File: config.mk
export PLATFORM = sky130hd
export DESIGN_NAME = instr_con_unit
export DESIGN_NICKNAME = d
export VERILOG_FILES = /design/src/rtl/instr_con_unit.sv
export SDC_FILE = /design/constraint.sdc
export NUM_CORES = 1
export LEC_CHECK = 0
export CAP_MARGIN = 10
export CORE_MARGIN = 5
export CORE_UTILIZATION = 48
export DETAILED_ROUTE_END_ITERATION = 6
export PLACE_DENSITY = 0.78
export REMOVE_ABC_BUFFERS = 1
export SLEW_MARGIN = 20
export SYNTH_ARGS = -nofsm -noshare
export SYNTH_HDL_FRONTEND = slang
export SYNTH_SLANG_ARGS = --single-unit
File: constraint.sdc
create_clock -name Clock -period 2.6 [get_ports Clock]
set_input_delay 0.78 -clock Clock [delete_from_list [all_inputs] [get_ports Clock]]
set_output_delay 0.78 -clock Clock [all_outputs]
set_load 0.005 [all_outputs]
File: src/rtl/instr_con_unit.sv
// Instruction control unit: owns the fetch-stage program counter (jump / branch / increment).
// Optional return-address register LINK is built when INSTRCON_LINK_EN is defined.
module instr_con_unit #(
   parameter int unsigned             PC_WIDTH = 12,
   parameter logic [PC_WIDTH-1:0]     RESET_PC = '0
) (
   input  logic                Clock,
   input  logic                Reset,
   input  logic                BRANCH,
   input  logic                JUMP,
   input  logic [PC_WIDTH-1:0] imm,
   output logic [PC_WIDTH-1:0] PC
`ifdef INSTRCON_LINK_EN
   ,
   output logic [PC_WIDTH-1:0] LINK
`endif
);

   logic [PC_WIDTH-1:0] pc_q, pc_d;
   logic [PC_WIDTH-1:0] pc_inc;

   assign pc_inc = pc_q + PC_WIDTH'(1);

   // imm is as wide as PC, so a plain modulo add is the sign-extended branch offset
   always_comb begin
      pc_d = pc_inc;
      if (JUMP) begin
         pc_d = imm;
      end else if (BRANCH) begin
         pc_d = pc_q + imm;
      end
   end

   always_ff @(posedge Clock or negedge Reset) begin
      if (!Reset) begin
         pc_q <= RESET_PC;
      end else begin
         pc_q <= pc_d;
      end
   end

   assign PC = pc_q;

`ifdef INSTRCON_LINK_EN
   logic [PC_WIDTH-1:0] link_q;

   always_ff @(posedge Clock or negedge Reset) begin
      if (!Reset) begin
         link_q <= RESET_PC;
      end else if (JUMP) begin
         link_q <= pc_inc;
      end
   end

   assign LINK = link_q;
`endif

endmodule

**Word-level counts from Yosys, hierarchy flattened**

Index checks and enable logic that the tools add are counted.

- Add/sub/neg operators: 2
- Mux-type cells: 2

Operators by type and width:

| cell | count |
|---|---|
| 12-bit two-way mux | 2 |
| 12-bit by 1-bit adder with 12-bit output (second input constant) | 1 |
| 12-bit adder | 1 |

- Register bits after elaboration: 12
- Input port bits: 16
- Output and inout bits: 12
- Word-level logic and storage cells: 5

**Longest topological paths before layout**

Gate-level depths: netlist (run 1).

- Depth after elaboration: 3
- Depth in mapped cells: 10
- Gate-level depth less buffers: 10

**Least setup slack after synthesis (run 1)**

OpenSTA, ideal clock, no wires.

- Path type: in2reg
- Start: input BRANCH
- End: register pc_q[11], in the netlist PC[11]
- Setup time: 0.130 ns
- Arrival time: 2.588 ns
- Required time: 2.470 ns
- Setup slack: -0.118 ns
- Cell stages on the path: 10
- Buffers on the path: 1
- Cells stage by stage: clkbuf_1 > nand2_1 > inv_1 > ha_1 > a211oi_2 > o21ai_1 > a221o_1 > o221a_1 > a41oi_1 > o22ai_1

- Cells in the longest elaborated chain, start to end: 2

Ends and longest elaborated chain:

| what | RTL line | source |
|---|---|---|
| start: declaration | 9 | `input logic BRANCH,` |
| 12-bit two-way mux | 29 | `end else if (BRANCH) begin` |
| 12-bit two-way mux | 27 | `if (JUMP) begin` |
| named net pc_d[11] | 19 | `logic [PC_WIDTH-1:0] pc_q, pc_d;` |
| end signal: assignment | 38 | `pc_q <= pc_d;` |
| end: declaration | 19 |  |

The timed path passes the listed nets, and every way through them passes these cells.

**Worst setup path in the final report (run 1)**

- Start: input imm[6]
- End: register pc_q[11], in the netlist PC[11]

- Cells in the longest elaborated chain, start to end: 3

Ends and longest elaborated chain:

| what | RTL line | source |
|---|---|---|
| start: declaration | 11 | `input logic [PC_WIDTH-1:0] imm,` |
| 12-bit adder | 30 | `pc_d = pc_q + imm;` |
| 12-bit two-way mux | 29 |  |
| 12-bit two-way mux | 27 |  |
| named net pc_d[11] | 19 |  |

The timed path passes the listed nets, and every way through them passes these cells.

==> results of run 1 <==
## timing repair
action | CTS | global route
hold buffers | 0 | 0
cloned | 0 | 0
pin swaps | 15 | 8
buffers inserted | 2 | 1
setup endpoints to repair | 7 | 4
resized for setup | 23 | 9
endpoints found under the hold margin | 0 | 0
## placed cells by master (no fill, tap or decap), types with 3 or more instances in the layout
cell	synthesis	layout
a21o_1	5	5
a21oi_1	7	3
a21oi_2	0	4
and2_1	10	7
and2_4	0	3
buf_4	0	28
clkbuf_4	0	3
clkdlybuf4s50_1	0	21
dfrtp_1	12	12
dlygate4sd2_1	0	3
ha_1	11	5
ha_4	0	6
inv_1	10	9
nand2_1	12	11
nand3_1	4	4
nor2b_1	3	3
o21ai_0	9	8
## critical path: stages
cell and delay (ns):
clkdlybuf4s50_1 0.47, and2_1 0.17, ha_4 0.22, and2_1 0.18
a221o_1 0.33, o221a_1 0.30, and3_1 0.16, o22ai_1 0.16
## Yosys cell counts (all sizes together)
| cell | number | area [um^2] |
|---|---|---|
| dfrtp | 12 | 300 |
| nand2 | 12 | 45.0 |
| ha | 11 | 138 |
| and2 | 10 | 62.6 |
| inv | 10 | 37.5 |
| o21ai | 10 | 50.0 |
| a21oi | 7 | 35.0 |
| a21o | 5 | 37.5 |
| clkbuf | 4 | 15.0 |
| nand3 | 4 | 20.0 |
| nor2b | 3 | 18.8 |
| a211oi | 2 | 20.0 |
| a41oi | 2 | 17.5 |
| and3 | 2 | 12.5 |
| nand2b | 2 | 12.5 |
| nor2 | 2 | 7.51 |
| nor3 | 2 | 10.0 |
| o22ai | 2 | 12.5 |
| o31ai | 2 | 15.0 |
| xnor2 | 2 | 17.5 |
| xor2 | 2 | 17.5 |
| a221o | 1 | 10.0 |
| a221oi | 1 | 8.76 |
| a22oi | 1 | 7.51 |
| fa | 1 | 20.0 |
| mux2 | 1 | 11.3 |
| nand3b | 1 | 7.51 |
| nor3b | 1 | 7.51 |
| nor4b | 1 | 8.76 |
| o211ai | 1 | 7.51 |
| o21a | 1 | 7.51 |
| o221a | 1 | 11.3 |
| o311a | 1 | 10.0 |
| o31a | 1 | 8.76 |
| or3 | 1 | 6.26 |
## through the flow
| step | instance area (um^2) | util [%] | setup TNS (ns) |
|---|---|---|---|
| floorplan | 1020 | - | 0 |
| global placement | 1510 | 75.5 | -3.36 |
| detailed placement | 1510 | 75.5 | -4.02 |
| CTS | 1620 | 80.8 | 0 |
| global route | 1680 | 83.9 | -0.0535 |
| finish | 1680 | 83.9 | 0 |
## final timing paths
| path | from | endpoint | slack, ns | cells after the start |
|---|---|---|---|---|
| worst max-delay path | imm[6] | PC[11]$_DFF_PN0_ | 0.04 | 8 |
| worst min-delay path | PC[0]$_DFF_PN0_ | PC[0]$_DFF_PN0_ | 0.72 | 2 |
| worst max register to register | PC[0]$_DFF_PN0_ | PC[11]$_DFF_PN0_ | 0.48 | 8 |
| worst min register to register | PC[0]$_DFF_PN0_ | PC[0]$_DFF_PN0_ | 0.72 | 2 |
| max in group asynchronous | Reset | PC[4]$_DFF_PN0_ | 1.32 | 1 |
| min in group asynchronous | Reset | PC[8]$_DFF_PN0_ | 0.87 | 1 |
## metal layers
layer	global-route usage, %	wire, um	up-vias	part of all wire (%)
met5	0	0	-	0
met4	4.07	57	0	1.8
met3	4.13	187	8	5.9
met2	39.1	1700	46	54
met1	22.2	1230	545	39
li1	-	-	549	-
## area by class of cell
cell class,instances,area [um^2],share of cell area [%]
multi-input cells,96,810,48.2
clock buffers,3,22.5,1.34
flip-flops and latches,12,300,17.9
repair buffers,55,477,28.4
well taps,27,33.8,2.01
inverters,10,37.5,2.23
## logic make-up (layout without fill, tap and decap cells)
kind of cell,Yosys count,in the layout,share of synthesized area (%)
xor gates and xnor gates,4,4,3.39
adders and majority gates,12,12,15.2
DFF,12,12,29.0
and+or+nand+nor,41,41,21.2
muxes,1,1,1.09
buffers and inverters,14,68,5.08
AOI/OAI and AO/OA,38,38,25.0
## power by group through the flow
stage | sequential, mW | combinational, mW | clock (mW)
detailed placement | 0.255 | 0.504 | 0
global placement | 0.253 | 0.488 | 0
global route | 0.269 | 0.635 | 0.136
CTS | 0.257 | 0.545 | 0.124
floorplan | 0.257 | 0.246 | 0
finish | 0.263 | 0.579 | 0.126
==> out/results.md, run 1 <==
• Place WS: -0.658 ns
• number of top-level design ports: 28
• post-synthesis sequential area ratio: 29.0%
• P_int: 0.613 mW
• worst hold margin: 0.719 ns
• clock latency reported for the late side of the worst-skew pair: 0.29 ns
• die width: 56.4 um
• average instance area after synthesis: 8.48 um^2
• proportion of power drawn by the clock network: 13.1%
• logic gate share of total power: 59.8%
• number of flip-flops and latches in the synthesized netlist: 12
• max FFs per register: 12
• wire length per cell after detailed routing: 15.6 um
• type of the setup path with the least slack: in2reg
• number of placement rows: 16
• part of the total power dissipated in sequential elements: 27.1%
• Crit path arrival time: 2.77 ns
• initial standard-cell utilization of the core: 51.7%
• number of CTS-inserted buffers: 3
• number of cells produced by synthesis: 122
• overflow left after global routing: 0
• DRT Pass-1 Iters: 4
• DRC errors left: 0
• worst hold path type: reg2reg
• initial antenna violation count: 0
• Vias/cell: 5.66
• Period minus WS final: 2.56 ns
• Clk Tree Root Cell: clkbuf_4
• Worst Tran Pin Value: 0.619 ns
• half-perimeter wire length after detailed placement: 2220 um
• category of the worst setup path launch point: input pin
• drt first-iter violations: 32
• fin cells: 203
• tightest slew margin relative to the limit: 58.6%
• worst clock skew: 0.00958 ns
• Cell variety after synth: 37
• CORE AREA: 2000 um^2
• height of the chip: 56.4 um
• pwr/cell area: 576 nW/um^2
• number of inserted diodes: 0
• critical-path maximum fanout: 5
• outcome: finished clean
• highest clock frequency the design can meet: 390 MHz
• net switching power of the design: 0.355 mW
• required time of the critical path: 2.80 ns
• relative area change from synthesis to final layout: 62.4%
• standby leakage power: 0.796 nW
• post-layout worst setup margin: 0.0369 ns
• reported max-cap violation count: 0
• Sink Count: 12
• CTS tree: done
• critical path capture point type: flop
• number of global-route vias before repair: 1,167
• post-synthesis instance area: 1030 um^2
• switching fraction of total power: 36.6%
• die area: 3180 um^2
• number of vias in the routed layout: 1,148
• Routability Congestion: 0.808
• # H-tree levels: 1
• Clock transition at path regs: 0.09 ns
• YS warnings: 0
• count of nets left with antenna violations after detail routing: 0
• total wire length after detailed routing: 3180 um
• wire length of the first global-routing pass: 5170 um
• FILL cells: 125
• Slew Viols, Final: 0
• global router's overall resource usage: 20.2%
• fin crit share: 98.6%
• placed cell count: 197
• number of failing setup endpoints in the final timing report: 0
• pin count of the biggest net entering global routing: 15
• Final Hold Vio Count: 0
• number of port buffers: 27
• Clock Tree Buf Depth: 2
• fin nets: 206
• total power: 0.968 mW
• share of final-layout standard cells stronger than drive strength 1: 30.7%
• worst-case vdd ir drop: 0.000438 V
Note: power is estimated with default switching activity, not from simulation.
==> run 2: changes to the inputs <==
- SLEW_MARGIN: 20 -> 40
==> results of run 2 <==
Same layout as run 1: the final DEF is identical, and so are final timing and power.
